===== src/rtl/fetch_unit.sv =====
// rtl/fetch_unit.sv - instruction fetch stage: PC, credit-based imem requests, instruction queue, redirect flush
module fetch_unit #(
    parameter int unsigned          DATA_WIDTH  = 32,
    parameter logic [DATA_WIDTH-1:0] RESET_PC   = 32'h0000_0000,
    parameter int unsigned          QUEUE_DEPTH = 2
) (
    input  logic                  clk,
    input  logic                  rst,
    output logic                  imem_req,
    output logic [DATA_WIDTH-1:0] imem_addr,
    input  logic                  imem_ready,
    input  logic                  imem_rvalid,
    input  logic [DATA_WIDTH-1:0] imem_rdata,
    input  logic                  redirect,
    input  logic [DATA_WIDTH-1:0] redirect_pc,
    output logic [DATA_WIDTH-1:0] instr,
    output logic [DATA_WIDTH-1:0] instr_pc,
    output logic [DATA_WIDTH-1:0] instr_pc4,
    output logic                  instr_valid,
    input  logic                  instr_ready
);
    localparam int unsigned PW = $clog2(QUEUE_DEPTH);
    localparam int unsigned CW = PW + 1;
    localparam logic [DATA_WIDTH-1:0] NOP = DATA_WIDTH'(32'h0000_0013);

    logic [DATA_WIDTH-1:0] pc;
    logic [DATA_WIDTH-1:0] q_addr [QUEUE_DEPTH];
    logic [DATA_WIDTH-1:0] q_data [QUEUE_DEPTH];
    logic [DATA_WIDTH-1:0] f_addr [QUEUE_DEPTH];
    logic [PW-1:0]         q_head, q_tail, f_head, f_tail;
    logic [CW-1:0]         q_count, outstanding, drop;
    logic [CW:0]           credit_sum;
    logic                  issue, live_resp, push, pop;

    // outstanding counts every pending response, including ones marked for drop,
    // so the in-flight address FIFO only ever holds live requests.
    assign credit_sum  = {1'b0, outstanding} + {1'b0, q_count};
    assign imem_req    = !rst && !redirect && (credit_sum < (CW+1)'(QUEUE_DEPTH));
    assign imem_addr   = pc;
    assign issue       = imem_req && imem_ready;
    assign live_resp   = imem_rvalid && (drop == '0);
    assign push        = live_resp && !redirect;
    assign instr_valid = !rst && (q_count != '0);
    assign pop         = instr_valid && instr_ready && !redirect;

    assign instr     = instr_valid ? q_data[q_head] : NOP;
    assign instr_pc  = instr_valid ? q_addr[q_head] : '0;
    assign instr_pc4 = instr_valid ? q_addr[q_head] + DATA_WIDTH'(4) : '0;

    always_ff @(posedge clk) begin
        if (rst) begin
            pc          <= RESET_PC;
            q_head      <= '0;
            q_tail      <= '0;
            q_count     <= '0;
            f_head      <= '0;
            f_tail      <= '0;
            outstanding <= '0;
            drop        <= '0;
        end else if (redirect) begin
            // Everything still pending becomes a drop; a response landing now is already consumed.
            pc          <= redirect_pc & ~DATA_WIDTH'(3);
            q_head      <= '0;
            q_tail      <= '0;
            q_count     <= '0;
            f_head      <= '0;
            f_tail      <= '0;
            outstanding <= outstanding - CW'(imem_rvalid);
            drop        <= outstanding - CW'(imem_rvalid);
        end else begin
            if (issue) begin
                pc     <= pc + DATA_WIDTH'(4);
                f_tail <= f_tail + 1'b1;
            end
            if (live_resp) f_head <= f_head + 1'b1;
            if (push)      q_tail <= q_tail + 1'b1;
            if (pop)       q_head <= q_head + 1'b1;
            q_count     <= q_count + CW'(push) - CW'(pop);
            outstanding <= outstanding + CW'(issue) - CW'(imem_rvalid);
            if (imem_rvalid && drop != '0) drop <= drop - 1'b1;
        end
    end

    always_ff @(posedge clk) begin
        if (!rst && !redirect) begin
            if (issue) f_addr[f_tail] <= pc;
            if (push) begin
                q_addr[q_tail] <= f_addr[f_head];
                q_data[q_tail] <= imem_rdata;
            end
        end
    end

    a_rvalid_needs_outstanding: assert property (
        @(posedge clk) disable iff (rst) imem_rvalid |-> (outstanding != '0));

endmodule


===== config.mk =====
export PLATFORM = sky130hd
export DESIGN_NAME = fetch_unit
export DESIGN_NICKNAME = d
export VERILOG_FILES = /design/src/rtl/fetch_unit.sv
export SDC_FILE = /design/constraint.sdc
export NUM_CORES = 1
export LEC_CHECK = 0
export BUFFER_PORTS_ARGS = -buffer_cell sky130_fd_sc_hd__buf_2
export CORE_MARGIN = 2
export CORE_UTILIZATION = 50
export DETAILED_ROUTE_END_ITERATION = 10
export PLACE_DENSITY = 0.79
export SLEW_MARGIN = 20
export SYNTH_ARGS = -nofsm -noshare
export SYNTH_HDL_FRONTEND = slang
export SYNTH_SLANG_ARGS = --single-unit

===== constraint.sdc =====
create_clock -name clk -period 6 [get_ports clk]
set_input_delay 0.6 -clock clk [delete_from_list [all_inputs] [get_ports clk]]
set_output_delay 0.6 -clock clk [all_outputs]
set_load 0.05 [all_outputs]

==> key figures, run 1 <==
Outcome
  • Status: completed

Clocking
  • Cts hold-fix bufs: 0
  • CTS Buf Count: 24
  • H-tree Lvls: 1
  • CTS tree: done
  • PostCTS Resize Cnt: 0
  • # Post-CTS Setup Buffers: 0
  • Root buffer cell: clkbuf_16
  • Worst skew pair latency: 510 ps
  • Max clock buf depth: 3
  • CTS sink cnt: 226
  • Clock-pin slew on the worst setup and hold paths: 60 ps

Synthesis
  • Adder-Cell Fraction of Synth Area: 1.17%
  • Async set-reset flop share out of synthesis: 0%
  • Synthesized cell area: 10200 um^2
  • Ys Warns: 0
  • Post-synthesis mux area share: 10.2%
  • Mean post-synth cell area: 12.6 um^2
  • Synth Area in Simple Gates: 14.0%
  • EDFF count, synth: 184
  • Compound-gate portion of the synthesized area: 7.23%
  • Ys flop type: edfxtp_1
  • Largest family of logic cells by synthesized area: simple AND/OR/NAND/NOR gates
  • Cell count after synthesis: 814
  • Unique cell type count in the Yosys netlist: 72
  • Post-synthesis sequential element count: 226
  • Sequential cell area fraction in the yosys report: 62.3%
  • Xor/xnor cell area share of the yosys netlist: 2.31%

Setup path
  • Worst setup EP type: primary output
  • Slowest-stage cell, CP: dfxtp_4
  • CP top delay family: simple AND/OR/NAND/NOR gates
  • Critical Path AT: 3990 ps
  • CP Buf/Inv Count: 2
  • Slowest stage delay, CP: 910 ps
  • Critical path type: reg -> out
  • Crit start category: flop
  • Crit path cell chain: buf_4 > nand4_1 > a221oi_4 > nand2_2 > or4_1 > and3_1 > buf_2
  • Required time of the critical path: 5400 ps
  • Cell depth of the worst flop-to-flop path: 12
  • Crit path depth: 7
  • Crit Path Max Fanout: 63

Placed design
  • Placed cells: 1242
  • IO buf count: 191
  • DP HPWL: 14900 um
  • GPL Wtd Cong: 0.848

STA
  • Final slew viol count: 0
  • Least-Margin Pin Slew: 950 ps
  • Setup TNS: 0 ps
  • Final min period: 4590 ps
  • Final worst path period share: 76.5%
  • Final Hold Vio Count: 0
  • Setup clock skew after layout: 17.6 ps
  • Fmax: 0.218 GHz
  • Relative slew slack: 36.4%
  • RSZ-0062 raised after global routing: no
  • Final setup violation count: 0

Die
  • Starting Density: 50.7%
  • Core ar.: 20200 um^2
  • I/O pin cnt: 200
  • # rows: 52
  • DIE AREA: 21600 um^2
  • Die H: 147 um
  • Die width: 147 um

Route
  • Drt wl/cell: 17.4 um
  • WL met1: 9810 um
  • Highest metal layer with signal wires: met4
  • Post-route ant nets: 0
  • Met2 wire len: 10200 um
  • Vias after detailed routing: 7170
  • DR DRC count: 0
  • Number of DRC markers in iteration 0: 616
  • DR WL met3: 1870 um
  • Drt pass-1 iters: 5
  • DR vias/cell: 5.58
  • Final WL: 22300 um

Final layout
  • Area delta synth->final: 19.8%
  • Share of layout cells above drive strength 1: 28.1%
  • Final layout net count: 1077
  • Antenna Cells: 0
  • Core Util, Final: 60.8%
  • Fin cells: 1286
  • Filler instances: 1551

Global route
  • Initial antenna violation count: 0
  • Grt total ovfl: 0
  • First-pass GRT wire length: 34400 um
  • Global Route Usage Sum: 19.8%
  • Largest net degree at the start of global routing: 72
  • Number of global-route vias before repair: 6717

Power
  • Net Sw Frac: 22.4%
  • Switch Pwr: 815 uW
  • Leak: 4.55 nW
  • Register share of total power: 49.2%
  • Logic gate share of total power: 8.2%
  • Peak VDD IR: 159 uV
  • Total internal power: 2.82 mW
  • Total Power: 3.64 mW
  • Pwr per Cell Area: 297 nW/um^2
  • Clk pwr share: 42.6%

Min path
  • Path type of the worst min-delay path: in -> reg
  • Hold Crit Depth: 1

Run
  • Maxcap violations: 0
per-layer routing:
metal / track usage [%] / vias up
met2: 32.0 / 325
met4: 5.91 / 0
met3: 3.26 / 33
met1: 28.0 / 3394
met5: 0 / -
li1: - / 3418
synth_stat cells (7+ instances only):
cell        n  share of area [%]
a31oi_1    13               0.80
xnor2_1    20                1.7
ha_1        8               0.98
a21oi_1    23                1.1
nand2_1    53                1.9
o21ai_0    17               0.83
mux2i_1    58                5.7
inv_1      16               0.59
mux2_2     36                4.0
o31ai_1    10               0.73
nand3_1    30                1.5
buf_2      13               0.64
dfxtp_1    42                8.2
buf_4       7               0.51
nor2_1    100                3.7
nand4_1    20                1.2
edfxtp_1  184                 54
and3_1     14               0.86
xor2_1      7               0.60
clkbuf_1   22               0.81
nor3_1     10               0.49
or4_1       9               0.66
and2_1     12               0.73
worst reg2reg max path, cell delays in order (launching register included):
cell     delay [ps]
dfxtp_1         430
and2_1          180
fa_1            450
or3b_1          560
nor2_1          780
inv_2           370
ha_1            400
inv_1            40
ha_1            170
xnor2_1         110
o21ai_0         200
xnor2_1         150
nor2_1           50
metrics by stage:
| step | hold WS [ps] | instance area [um^2] | worst slack (ps) |
|---|---|---|---|
| after floorplan | 472 | 10200 | 62.4 |
| final | 282 | 12300 | 1410 |
| after global placement | 486 | 11400 | 1960 |
| after CTS | 260 | 12300 | 1370 |
| after detailed placement | 498 | 11400 | 1930 |
| after global routing | 265 | 12300 | 1140 |
path summary, 6_finish.rpt:
| path | from | end | slack, ps |
|---|---|---|---|
| hold / removal | imem_rdata[0] | q_data[1][0] | 280 |
| setup reg to reg | q_count[0] | outstanding[1] | 1980 |
| hold reg to reg | q_head | q_head | 530 |
| setup / recovery | flop | instr_pc4[26] | 1410 |
cell type report:
type / instances / area [um^2] / share of cell area (%)
repair buffers: 199 / 1020 / 8.29
clock buffers: 35 / 663 / 5.41
inverters: 18 / 67.6 / 0.551
flip-flops and latches: 226 / 6370 / 52.0
multi-input cells: 529 / 3620 / 29.6
well taps: 270 / 338 / 2.76
clock inverters: 9 / 178 / 1.45
registers in the layout, summed over array words and instances (netlist names), named ones only:
| signal | flops |
|---|---|
| q_tail | 1 |
| q_count | 2 |
| f_tail | 1 |
| imem_addr | 30 |
| q_head | 1 |
| f_head | 1 |
| f_addr | 60 |
| outstanding | 2 |
| drop | 2 |
| q_data | 64 |
| q_addr | 60 |
kinds of logic (layout without fill, tap and decap cells):
group / after synthesis / after routing
flip-flops: 226 / 226
AND/OR/NAND/NOR: 282 / 282
adder cells (fa/ha/maj): 9 / 9
AO/OA/AOI/OAI: 106 / 106
other: 1 / 6
XOR/XNOR: 27 / 27
buffers and inverters: 64 / 261
multiplexers: 99 / 99
power groups by stage:
stage	combinational [mW]	clock [mW]	sequential, mW
after detailed placement	0.299	0	1.82
after CTS	0.301	1.57	1.79
after floorplan	0.180	0	1.85
final	0.299	1.55	1.79
after global routing	0.322	1.63	1.80
after global placement	0.292	0	1.82
cells in the final DEF, fill, tap and decap left out, types with 12 or more instances in the layout:
master / n
buf_2: 191
edfxtp_1: 184
nor2_1: 99
mux2i_1: 58
nand2_1: 53
dfxtp_1: 41
mux2_2: 36
nand3_1: 30
clkbuf_16: 25
a21oi_1: 23
nand4_1: 20
xnor2_1: 20
o21ai_0: 17
inv_1: 16
and3_1: 14
a31oi_1: 13
and2_1: 12
No activity file was read; power rests on OpenSTA's default activity.
==> run 2: changes to the inputs <==
clock period = 3.8 ns   (was 6 ns; I/O delays follow)
==> key figures, run 2 (synthesis gave the netlist of run 1 again) <==
Setup path
  • Crit Path Max Fanout: 64 (+1.6%)
  • Crit path depth: 7 (unchanged)
  • Crit path cell chain: buf_12 > nand4_1 > a221oi_4 > nand2_2 > or4_1 > and3_1 > buf_2
  • Required time of the critical path: 3420 ps (-1980 ps)
  • Worst setup EP type: primary output
  • Slowest-stage cell, CP: or4_1
  • Crit start category: flop
  • Cell depth of the worst flop-to-flop path: 7 (-5)
  • Critical path type: reg -> out
  • Slowest stage delay, CP: 580 ps (-330 ps)
  • CP Buf/Inv Count: 2 (unchanged)
  • CP top delay family: simple AND/OR/NAND/NOR gates
  • Critical Path AT: 3260 ps (-730 ps)

Final layout
  • Area delta synth->final: 20.1%
  • Sequential Area: 6370 um^2 (unchanged)
  • Commonest non-fill, non-tap cell in the layout: buf_2
  • Max FFs per register: 64 (unchanged)
  • Post-layout instance area: 12300 um^2 (+0.17%)
  • Share of layout cells above drive strength 1: 29.1% (+0.99 points)
  • Biggest register: q_data
  • Regs by FF count: q_data (64), f_addr (60), q_addr (60)
  • Area occupied by multi-input gates: 3640 um^2 (+0.55%)
  • Filler instances: 1552 (+0.064%)
  • Commonest cells after routing, fill and taps aside: buf_2 (191), edfxtp_1 (184), nor2_1 (99)
  • Final layout net count: 1087 (+0.93%)
  • Antenna Cells: 0 (unchanged)

STA
  • Least-Margin Pin Slew: 828 ps (-122 ps)
  • RSZ-0062 raised after global routing: yes
  • Hold WS: 51.9 ps (-230 ps)
  • Final Hold Vio Count: 0 (unchanged)
  • Final setup violation count: 0 (unchanged)
  • Final min period: 3640 ps
  • Setup TNS: 0 ps (unchanged)
  • Final slew viol count: 0 (unchanged)
  • Relative slew slack: 44.8% (+8.3 points)
  • Setup clock skew after layout: 24.6 ps (+7.03 ps)
  • Final worst path period share: 95.7%
  • Fmax: 0.275 GHz

Min path
  • Path type of the worst min-delay path: in -> reg
  • Hold Crit Depth: 1 (unchanged)

Global route
  • Initial antenna violation count: 0 (unchanged)
  • Global Route Usage Sum: 20.0% (+0.12 points)
  • First-pass GRT wire length: 34800 um (+1.1%)
  • Grt total ovfl: 0 (unchanged)
  • Largest net degree at the start of global routing: 72 (unchanged)
  • Number of global-route vias before repair: 6744 (+0.40%)

Clocking
  • H-tree Lvls: 1 (unchanged)
  • CTS tree: done
  • Root buffer cell: clkbuf_16
  • Max clock buf depth: 3 (unchanged)
  • Clock-pin slew on the worst setup and hold paths: 60 ps (about the same)
  • CTS Buf Count: 24 (unchanged)
  • Worst skew pair latency: 520 ps (about the same)
  • CTS sink cnt: 226 (unchanged)

Die
  • Core ar.: 20200 um^2 (unchanged)
  • Starting Density: 50.7% (unchanged)
  • DIE AREA: 21600 um^2 (unchanged)
  • # rows: 52 (unchanged)
  • Die H: 147 um (unchanged)
  • Die width: 147 um (unchanged)
  • I/O pin cnt: 200 (unchanged)

Route
  • Final WL: 22000 um (-1.5%)
  • Number of DRC markers in iteration 0: 401 (-35%)
  • DR WL met3: 1920 um (+2.6%)
  • DR vias/cell: 5.55 (-0.44%)
  • Vias after detailed routing: 7194 (+0.33%)
  • Drt wl/cell: 17.0 um (-2.3%)
  • Drt pass-1 iters: 6 (+1)
  • Highest metal layer with signal wires: met4
  • Post-route ant nets: 0 (unchanged)
  • Met2 wire len: 9960 um (-2.6%)
  • WL met1: 9680 um (-1.3%)
  • DR DRC count: 0 (unchanged)

Placed design
  • Placed cell area: 11500 um^2 (+0.73%)
  • GPL Wtd Cong: 0.839 (-1.1%)
  • IO buf count: 191 (unchanged)
  • DP HPWL: 15100 um (+0.89%)

Run
  • Maxcap violations: 0 (unchanged)

Power
  • Peak VDD IR: 300 uV (+89%)
  • Leak: 4.56 nW (+0.32%)
  • Pwr per Cell Area: 448 nW/um^2 (+51%)
  • Total Power: 5.50 mW (+51%)

Outcome
  • Status: completed
[run 2: changes by cell type in the layout (fill, tap and decap cells not counted), sizes merged]
| cell | previous run | this run |
|---|---|---|
| buf | 199 | 209 |
| bufinv | 5 | 2 |
| clkbuf | 35 | 31 |
| clkinv | 3 | 9 |
| clkinvlp | 1 | 2 |
[run 2: routing by layer]
layer  up-vias  track usage (%)
met1      3361             28.8
met3        35             3.48
met4         0             6.20
met2       357             31.2
met5         -                0
li1       3441                -
[run 2: stage by stage]
stage | setup slack (ps) | std cells | utilization [%]
floorplan | 2.94 | 819 | -
global placement | 669 | 1250 | 57.0
detailed placement | 604 | 1250 | 57.0
CTS | 62.6 | 1294 | 60.8
global route | -28.5 | 1296 | 60.9
finish | 163 | 1296 | 60.9
[run 2: cell type report]
type | instances | area share [%]
Tap cell | 270 | 2.75
Multi-Input combinational cell | 529 | 29.7
Sequential cell | 226 | 51.9
Inverter | 18 | 0.550
Timing Repair Buffer | 209 | 8.99
Clock buffer | 31 | 5.11
Clock inverter | 13 | 1.04
[run 2: path summary, 6_finish.rpt]
check / from / endpoint / slack [ps]
hold reg to reg: f_head / flop / 520
setup reg to reg: q_count[0] / imem_addr[30] / 760
setup / recovery: flop / instr_pc4[26] / 160
hold / removal: imem_rdata[30] / q_data[0][30] / 50
[run 2: worst reg2reg max path, cell delays in order, from the launching register on]
cell and delay, ps:
dfxtp_1 410, and2_1 170, fa_1 450, or3b_1 580
nor4_4 610, nand3_2 130, or3_1 330, a311oi_1 260
[run 2: where the power goes]
part           leakage, nW  internal [mW]  switching [mW]  total (mW)
registers             2.03           2.76          0.0653        2.82
logic                 2.18          0.150           0.329       0.479
clock network        0.362           1.30           0.891        2.20
total                 4.56           4.21            1.29        5.50
[run 2: timing repair]
item                                    in CTS  in global routing
endpoints found under the setup margin       0                  5
gates resized for setup                      0                  2
setup buffers                                0                  2
hold buffers                                 0                  0
